<file path="src/rtl/line_clear_engine.sv">
// Line-clear engine: scans a locked board bottom-up, removes full rows one per
// cycle by shifting the rows above down, and publishes the compacted board.
package game_state_pkg;
  typedef struct packed {
    logic [9:0][19:0] screen;
  } game_state_t;
endpackage

// state | meaning
// IDLE  | waiting for start; outputs hold the last result
// SCAN  | examining row ptr of the work board, clearing or stepping upward
// DONE  | one-cycle done pulse with board_out/lines_cleared freshly updated
module line_clear_engine
  import game_state_pkg::*;
(
  input  logic        clk,
  input  logic        rst_n,
  input  logic        start,
  input  game_state_t board_in,
  output logic        busy,
  output logic        done,
  output game_state_t board_out,
  output logic [4:0]  lines_cleared
);

  typedef enum logic [1:0] {
    IDLE = 2'd0,
    SCAN = 2'd1,
    DONE = 2'd2
  } state_t;

  state_t      state;
  state_t      state_nxt;
  game_state_t work;
  game_state_t shifted;
  logic [4:0]  ptr;
  logic [4:0]  count;
  logic        row_full;

  always_comb begin
    row_full = 1'b1;
    for (int x = 0; x < 10; x++) begin
      row_full = row_full & work.screen[x][ptr];
    end
  end

  // Rows 0..ptr move down by one; rows below ptr keep their place.
  always_comb begin
    shifted = work;
    for (int x = 0; x < 10; x++) begin
      for (int y = 1; y < 20; y++) begin
        if (5'(y) <= ptr) begin
          shifted.screen[x][y] = work.screen[x][y-1];
        end
      end
      shifted.screen[x][0] = 1'b0;
    end
  end

  always_ff @(posedge clk or negedge rst_n) begin
    if (!rst_n) begin
      state <= IDLE;
    end else begin
      state <= state_nxt;
    end
  end

  always_comb begin
    state_nxt = state;
    case (state)
      IDLE:    if (start) state_nxt = SCAN;
      SCAN:    if (!row_full && (ptr == 5'd0)) state_nxt = DONE;
      DONE:    state_nxt = IDLE;
      default: state_nxt = IDLE;
    endcase
  end

  always_comb begin
    busy = (state != IDLE);
    done = (state == DONE);
  end

  // ptr stays put after a clear so the row that dropped into it is re-examined.
  always_ff @(posedge clk or negedge rst_n) begin
    if (!rst_n) begin
      work          <= '0;
      ptr           <= 5'd19;
      count         <= 5'd0;
      board_out     <= '0;
      lines_cleared <= 5'd0;
    end else begin
      case (state)
        IDLE: begin
          if (start) begin
            work  <= board_in;
            ptr   <= 5'd19;
            count <= 5'd0;
          end
        end
        SCAN: begin
          if (row_full) begin
            work  <= shifted;
            count <= count + 5'd1;
          end else if (ptr != 5'd0) begin
            ptr <= ptr - 5'd1;
          end else begin
            board_out     <= work;
            lines_cleared <= count;
          end
        end
        default: ;
      endcase
    end
  end

endmodule

</file>
<file path="config.mk">
export PLATFORM = sky130hd
export DESIGN_NAME = line_clear_engine
export DESIGN_NICKNAME = d
export VERILOG_FILES = /design/src/rtl/line_clear_engine.sv
export SDC_FILE = /design/constraint.sdc
export NUM_CORES = 1
export LEC_CHECK = 0
export CELL_PAD_IN_SITES_DETAIL_PLACEMENT = 0
export CELL_PAD_IN_SITES_GLOBAL_PLACEMENT = 1
export CORE_ASPECT_RATIO = 1.5
export CORE_MARGIN = 4
export CORE_UTILIZATION = 44
export CTS_CLUSTER_SIZE = 10
export DETAILED_ROUTE_END_ITERATION = 8
export PLACE_DENSITY = 0.89
export SYNTH_ARGS = -nofsm -noshare
export SYNTH_HDL_FRONTEND = slang
export SYNTH_SLANG_ARGS = --single-unit
</file>
<file path="constraint.sdc">
create_clock -name clk -period 6.7 [get_ports clk]
set_input_delay 1.34 -clock clk [delete_from_list [all_inputs] [get_ports clk]]
set_output_delay 1.34 -clock clk [all_outputs]
set_load 0.01 [all_outputs]
</file>
==> metrics.yaml <==
placement:
  finalWeightedCongestion: 0.883
  place_ws_ps: 1830
  dpl-instance-area_mm2: 0.0243
  dp_hpwl_um: 49400
  io_buffers: 409
clocking:
  postCtsSetupRepairBufs: 0
  hold_buffers: 0
  clock-sinks: 417
  cts_tree: "built"
  cts_buffers: 48
  cts.repair.resized: 0
  clkTransAtPathRegs_ps: 60
  cts_buffer_depth: 3
  clk_latency_ps: 560
  root_buffer: "clkbuf_16"
  cts_htree_levels: 2
timing:
  rsz0062_at_grt: "no"
  slew_headroom_pct: 18.5
  max_freq_mhz: 203
  skew_ps: 15.6
  period_minus_slack_ps: 4930
  setup_viol: 0
  worst_pin_slew_ps: 1220
  layout_setup_ws_ps: 1770
  final-hold-violation-count: 0
  drv_slew: 0
  setup_tns_ps: 0
  fin_crit_sh_pct: 73.5
floorplan:
  core_area_mm2: 0.0448
  start_util_pct: 44.5
  die_width_um: 182
  die_area_mm2: 0.0488
  ioPinCount: 410
  die-height_um: 269
  rows: 95
worst_setup_path:
  critPathKind: "flip-flop to flip-flop"
  crit_fanout: 82
  ff2ff_setup_slack_ps: 1770
  rr_startpoint: "ptr[1]$_DFFE_PN1P_"
  worstRegToRegCells: 10
  worst_ep_arrival_time_ps: 5360
  worstReg2RegEnd: "board_out[1]$_DFFE_PN0P_"
  cp.required_ps: 7130
  start_kind: "flip-flop"
  cp-startpoint: "ptr[1]$_DFFE_PN1P_"
  end_kind: "flip-flop"
cells_and_area:
  final_cell_mix: "nand2_1 (575), dfrtp_1 (413), clkdlybuf4s50_1 (408), mux2_2 (224), mux2_1 (145)"
  areaGrowthSynthToFinish_pct: 28.8
  regArea_mm2: 0.0104
  final_common_cell: "nand2_1"
  fillCellCount: 3694
  layout.nets: 2384
  design_area_mm2: 0.0257
  multi_input_area_mm2: 0.00888
  drive_gt1_share_pct: 15.4
yosys:
  synth-edff-count: 0
  synth.cell_area_mm2: 0.0199
  ys_seq_area_share_pct: 52.4
  synth_ff_type: "dfrtp_1"
  syn_area_per_cell_um2: 11.0
  ys.warnings.count: 0
  async_reset_ff_share_pct: 100
  netlist_instances: 1809
  ys_types: 71
  synth_nets: 2018
  ys_ff_latch: 417
min_path:
  hold_path.class: "flip-flop to flip-flop"
  whs_path_depth: 1
  hold_start: "board_out[52]$_DFFE_PN0P_"
  hold_path_end: "board_out[52]$_DFFE_PN0P_"
drt:
  drc: 0
  drt_iter0_drc: 1253
  postRouteAntennaNets: 0
  drt_pass1_iterations: 7
  routed_wl_um: 68300
  viasPerCell: 5.65
  wl_per_cell_um: 24.5
  via_count: 15700
run:
  cap_violations: 0
global_route:
  grt-ovfl-total: 0
  grt_pass1_wl_um: 101000
  grt_use_total_pct: 26.9
  antenna_found_initial: 6
  grt_max_degree: 146
  grt_pass1_vias: 16400
power_and_ir_drop:
  vdd_ir_drop_max_mv: 0.266
  leakage_uw: 0.0120
  power.density_mw_per_mm2: 490
outcome:
  status: "complete, no violations"
-- registers in the layout, summed over array words and instances, names as in the netlist --
| register | count |
|---|---|
| board_out | 200 |
| work | 200 |
| count | 5 |
| lines_cleared | 5 |
| ptr | 5 |
| state | 2 |
-- critical path: stages (launching register included) --
cell and delay (ps):
dfstp_2 710, buf_4 530, nor2b_1 490, a221oi_1 150, o22ai_1 170, nand4_1 170, o311a_1 250, or3_1 680
nand2_8 620, buf_4 570, mux2_2 400
-- per-stage QoR --
| stage | util [%] | total power [uW] | hold WS, ps | std cells |
|---|---|---|---|---|
| after floorplan | - | 7630 | 458 | 1809 |
| after global placement | 54.3 | 10100 | 467 | 2707 |
| after detailed placement | 54.3 | 10300 | 480 | 2707 |
| after CTS | 57.3 | 12600 | 492 | 2778 |
| after global routing | 57.3 | 13200 | 503 | 2784 |
| final | 57.3 | 12600 | 486 | 2784 |
-- synth_stat cells, drive strengths merged, types with 5 or more instances --
cell type,number,area [um2]
o211ai,7,52.6
a31oi,26,178
nand4,9,56.3
dfrtp,414,10400
nand3,22,110
buf,51,392
mux4,5,113
nand2b,6,37.5
nor2,24,92.6
a211oi,23,173
a22oi,13,97.6
a221oi,6,58.8
or3,7,43.8
o221ai,6,52.6
mux2,378,4290
nand2,576,2170
ha,6,75.1
o21ai,31,170
a21oi,30,255
mux2i,20,200
inv,9,33.8
nor2b,8,50.1
clkbuf,59,221
o2bb2ai,10,87.6
-- report_power, final --
group | switching, uW | total [uW] | internal (uW)
combinational | 2670 | 5330 | 2650
sequential | 1290 | 4930 | 3640
clock | 983 | 2320 | 1330
-- cell families after synthesis --
kind of cell	after synthesis	synth area share [%]
simple gates	676	13.7
flops	417	52.4
mux	403	23.1
compound gates	187	7.19
buf+inv	119	3.24
fa+ha+maj	6	0.377
xor+xnor	1	0.0439
-- worst max path at each step --
stage                                endpoint  slack, ps
finish               board_out[1]$_DFFE_PN0P_       1770
global route        board_out[13]$_DFFE_PN0P_       1590
CTS                 board_out[10]$_DFFE_PN0P_       1800
detailed placement   board_out[1]$_DFFE_PN0P_       1830
global placement     board_out[5]$_DFFE_PN0P_       1960
floorplan               work[101]$_DFFE_PN0P_       3550
-- per-layer routing --
layer  routed length [um]  global-route usage (%)  up-vias
met3                 3340                    3.51      212
met4                 4850                    17.3        0
met5                    0                       0        -
met2                35300                    47.5      636
met1                24800                    30.8     7900
li1                     -                       -     6993
-- layout make-up --
class,instances,area share (%)
flip-flops and latches,417,40.7
repair buffers,426,16.6
multi-input cells,1273,34.6
clock inverters,2,0.0487
clock buffers,69,5.11
well taps,582,2.84
diodes,6,0.0585
inverters,9,0.132
No activity file was read; power rests on OpenSTA's default activity.
==> patch 1 (config.mk and constraints unchanged) <==
Re-encode `state_t` (3 states) as one-hot, 3 bits wide.
--- a/src/rtl/line_clear_engine.sv
+++ b/src/rtl/line_clear_engine.sv
@@ -24,8 +24,8 @@
 );
 
-  typedef enum logic [1:0] {
-    IDLE = 2'd0,
-    SCAN = 2'd1,
-    DONE = 2'd2
+  typedef enum logic [2:0] {
+    IDLE = 3'b001,
+    SCAN = 3'b010,
+    DONE = 3'b100
   } state_t;
 
Function: same outputs for any inputs over 4 cycles, from zero or initial values and one cycle with rst_n low; so few cycles prove little.
==> patch 1 against the original RTL <==
  * Worst setup slack better by 0.15 ns
  * Routed wire length shrank 3.3%
  * Design area is 1.0% lower
  * Synthesized area shrank 1.7%
  * Synthesized cell count shrank 2.3%
  * Sequential cell count is 1 higher
  * Critical path type unchanged
  * Critical endpoint is now work[101]
Power is not compared: it rests on default switching activity, and its combinational part moved more than twofold at a synthesized area within 25%.
==> patch 1: results (changes against the original RTL) <==
Global routing
  • Initial antenna violation count: 12 (+6)
  • Met1 GRT Util: 0.3162 (+0.008356)
  • M3 GR Usage: 0.04431 (+0.009220)
  • Vias in the first global route: 16410 (+0.35%)
  • Largest net degree at the start of global routing: 209 (+43%)
  • GRT Total Usage: 0.2663 (-0.002705)
  • First-pass GRT wire length: 99.75 mm (-1.2%)
  • M2 GR Usage: 0.4567 (-0.01804)

STA
  • Final setup violation count: 0 (unchanged)
  • Worst-margin pin slew: 1.339 ns (+0.1162 ns)
  • Hold slack: 0.4832 ns (-0.002979 ns)
  • Max Clock Skew: 0.02706 ns (+0.01146 ns)

Worst hold path
  • Min-Delay Path Class: flip-flop to flip-flop
  • Hold path endpoint: board_out[45]
  • HP Start: board_out[45]

Setup path
  • Reg2reg end: work[101]
  • Max FO, Critical Path: 65 (-21%)
  • Slowest CP cell: dfstp_4
  • R2r setup slk: 1.92 ns (+0.15 ns)
  • CP Launch Point: ptr[0]
  • Worst Reg-to-Reg Cells: 9 (-1)
  • CP Data Arrival Time: 5.20 ns (-0.16 ns)
  • Delay-heaviest family, CP: compound AO/OA/AOI/OAI gates
  • Worst path max stage delay: 1.13 ns (+0.42 ns)

Yosys
  • Post-Synth Adder-Cell Area: 0.003829 (+0.00006345)
  • Fraction of synthesized area in multiplexers: 0.2199 (-0.01098)
  • Compound-Gate Fraction of Synth Area: 0.07371 (+0.001849)
  • Synth Area in XOR/XNOR: 0 (-0.0004393)
  • Cell variety after synth: 61 (-14%)
  • Syn nets: 1976 (-2.1%)
  • Post-synthesis sequential area ratio: 0.5338 (+0.01016)
  • Top cells by area, synth: dfrtp_1 53%, mux2_2 17%, nand2_1 9.9%, mux2_1 3.2%, a21oi_4 1.1%
  • Commonest cells post-synth: 515 x nand2_1, 414 x dfrtp_1, 303 x mux2_2, 56 x clkbuf_1, 55 x mux2_1

Cells and area
  • Share of post-route cells with drive strength above 1: 0.1872 (+0.03332)
  • Filler Cells Inserted: 3715 (+0.57%)
  • Final nets: 2343 (-1.7%)

Routing
  • Routed wl met2: 33.34 mm (-5.5%)
  • Routed wl met3: 3.889 mm (+16%)
  • Number of DRC markers in iteration 0: 1297 (+3.5%)
  • Vias per inst: 5.746 (+1.6%)
  • DRT met1 WL: 24.55 mm (-1.1%)
  • TritonRoute pass-1 iters: 5 (-2)
  • Routed WL: 66.02 mm (-3.3%)
  • Highest routed metal layer: met5

Power
  • Switch share: 0.3623
  • Sequential power: about 0.0042 W

Placed design
  • Final Wtd Congestion: 0.8595 (-2.6%)
  • PortBufs: 409 (unchanged)
  • DP HPWL: 46.62 mm (-5.6%)

Outcome
  • Run status: complete, no violations

CTS
  • Clk Latency, worst-skew pair: 0.56 ns (about the same)
## patch 1: cell count changes after synthesis, sizes merged, moves of 18 or more
cell,delta
nand2,-60
a211oi,-21
a31oi,-18
mux2,-20
a2bb2oi,+19
a21oi,+27
o22ai,+19
## patch 1: cell type report
class | count | area, sq um | area share
flip-flops and latches | 418 | 10470 | 0.4120
multi-input cells | 1240 | 8631 | 0.3397
repair buffers | 420 | 4244 | 0.1670
clock buffers | 62 | 1285 | 0.05057
well taps | 576 | 720.7 | 0.02836
diodes | 12 | 30.03 | 0.001182
inverters | 6 | 22.52 | 0.0008863
clock inverters | 1 | 8.758 | 0.0003447
## patch 1: metrics by stage
stage                       util  cells  instance area [sq um]  setup slack (ns)
final                     0.5777   2735                  25410             1.925
after global routing      0.5776   2734                  25410             1.692
after CTS                 0.5770   2723                  25380             1.989
after detailed placement  0.5476   2660                  24090             2.043
after global placement    0.5476   2660                  24090             2.139
after floorplan                -   1767                  19610             3.740
==> patch 2 (same flow settings) <==
Without the edit above. Reset style: synchronous (`rst_n`), changed in 2 clocked blocks.
--- a/src/rtl/line_clear_engine.sv
+++ b/src/rtl/line_clear_engine.sv
@@ -58,5 +58,5 @@
   end
 
-  always_ff @(posedge clk or negedge rst_n) begin
+  always_ff @(posedge clk) begin
     if (!rst_n) begin
       state <= IDLE;
@@ -82,5 +82,5 @@
 
   // ptr stays put after a clear so the row that dropped into it is re-examined.
-  always_ff @(posedge clk or negedge rst_n) begin
+  always_ff @(posedge clk) begin
     if (!rst_n) begin
       work          <= '0;
Check against the original RTL: differs if rst_n is asserted again (counterexample within 4 cycles, from zero or initial values and one cycle with rst_n low); with rst_n held inactive, the same outputs for 4 cycles.
==> patch 2 against the original RTL <==
  * Clock skew up 0.0094 ns
  * Largest cell class is now multi-input combinational cells
  * Synthesized cell count increased by 20%
  * Synthesized area shrank 3.6%
  * Routed wire length up 1.9%
  * Design area down 3.5%
  * Worst setup slack gained 0.17 ns
  * Sequential cell count unchanged
Power is not compared: it rests on default switching activity, and its combinational part moved more than twofold at a synthesized area within 25%.
==> patch 2: results (changes against the original RTL) <==
Outcome
  • Run status: complete, no violations

Yosys
  • Compound-Gate Fraction of Synth Area: 0.1361 (+0.06420)
  • Cell variety after synth: 64 (-9.9%)
  • Synth Area in XOR/XNOR: 0 (-0.0004393)
  • Syn_area_per_cell: 8.836 sq um (-20%)
  • Fraction of synthesized area in multiplexers: 0.1788 (-0.05211)
  • Post-synthesis sequential area ratio: 0.4346 (-0.08906)
  • Top cells by area, synth: dfxtp_1 43%, mux2i_1 16%, nand2_1 15%, o221a_2 3.5%, clkbuf_1 2.6%
  • Post-Synth Adder-Cell Area: 0.003908 (+0.0001423)
  • Synth Flop Type: dfxtp_1
  • Post-synthesis async set-or-reset flop share: 0 (-1.000)
  • Post-synth EDFFs: 0 (unchanged)
  • Commonest cells post-synth: 779 x nand2_1, 417 x dfxtp_1, 315 x mux2i_1, 132 x clkbuf_1, 60 x o221a_2
  • Syn nets: 2383 (+18%)

Routing
  • Routed wl met2: 33.68 mm (-4.5%)
  • Number of DRC markers in iteration 0: 1676 (+34%)
  • Via count: 17450 (+11%)
  • Routed WL: 69.57 mm (+1.9%)
  • Routed wl met3: 4.292 mm (+28%)
  • TritonRoute pass-1 iters: 6 (-1)

Cells and area
  • Filler Cells Inserted: 3907 (+5.8%)
  • Final core occ: 0.5754 (+0.002441)
  • Share of post-route cells with drive strength above 1: 0.07152 (-0.08240)
  • Final nets: 2682 (+13%)
  • Filler-free cell count of the finished design: 3048 (+9.5%)

STA
  • Max Clock Skew: 0.02502 ns (+0.009411 ns)
  • Hold slack: 0.4518 ns (-0.03435 ns)
  • Worst-margin pin slew: 1.369 ns (+0.1461 ns)
  • Fmax: 210.3 MHz (+3.6%)

Setup path
  • Slowest CP cell: nand3_4
  • Delay-heaviest family, CP: simple AND/OR/NAND/NOR gates
  • Max FO, Critical Path: 48 (-41%)
  • R2r setup slk: 1.95 ns (+0.17 ns)
  • Worst Reg-to-Reg Cells: 9 (-1)
  • Reg2reg end: board_out[79]
  • CP Data Arrival Time: 5.17 ns (-0.19 ns)
  • Crit Reg-Reg Startpoint: ptr[0]

Global routing
  • First-pass GRT wire length: 103.5 mm (+2.5%)
  • Largest net degree at the start of global routing: 259 (+77%)
  • Met1 GRT Util: 0.3427 (+0.03491)
  • M3 GR Usage: 0.04237 (+0.007283)
  • Vias in the first global route: 17390 (+6.3%)

Power
  • Pwr Total: around 0.0056 W

Worst hold path
  • Hold Path Stages: 2 (+1)
  • HP Start: board_out[124]
  • Min-Delay Path Class: flip-flop to flip-flop
  • Hold path endpoint: board_out[124]

Placed design
  • Final Wtd Congestion: 0.9252 (+4.8%)
  • DP HPWL: 49.09 mm (-0.59%)
  • Placement Cell Area: 23540 sq um (-3.3%)
  • Dpl ws: 1.961 ns (+0.1285 ns)

CTS
  • Total CTS buffers: 47 (-2.1%)
-- patch 2: changes by cell type after synthesis, moves of 40 or more --
cell,change
clkbuf_1,+73
nand2_1,+204
dfxtp_1,+417
mux2_1,-145
mux2i_1,+295
o22a_1,+40
o221a_2,+60
mux2_2,-221
dfrtp_1,-414
-- patch 2: kinds of logic (layout without fill, tap and decap cells) --
| logic type | Yosys count | count (layout) |
|---|---|---|
| compound gates | 284 | 284 |
| fa+ha+maj | 6 | 6 |
| buf+inv | 187 | 488 |
| flops | 417 | 417 |
| mux | 329 | 329 |
| other cells | 0 | 3 |
| simple gates | 951 | 951 |
-- patch 2: cell type report --
type / instances / area share
inverter: 7 / 0.001061
sequential: 417 / 0.3370
timing repair buffer: 430 / 0.1733
antenna: 3 / 0.0003030
tap: 570 / 0.02879
clock inverter: 2 / 0.001162
multi-input combinational: 1570 / 0.4101
clock buffer: 49 / 0.04818
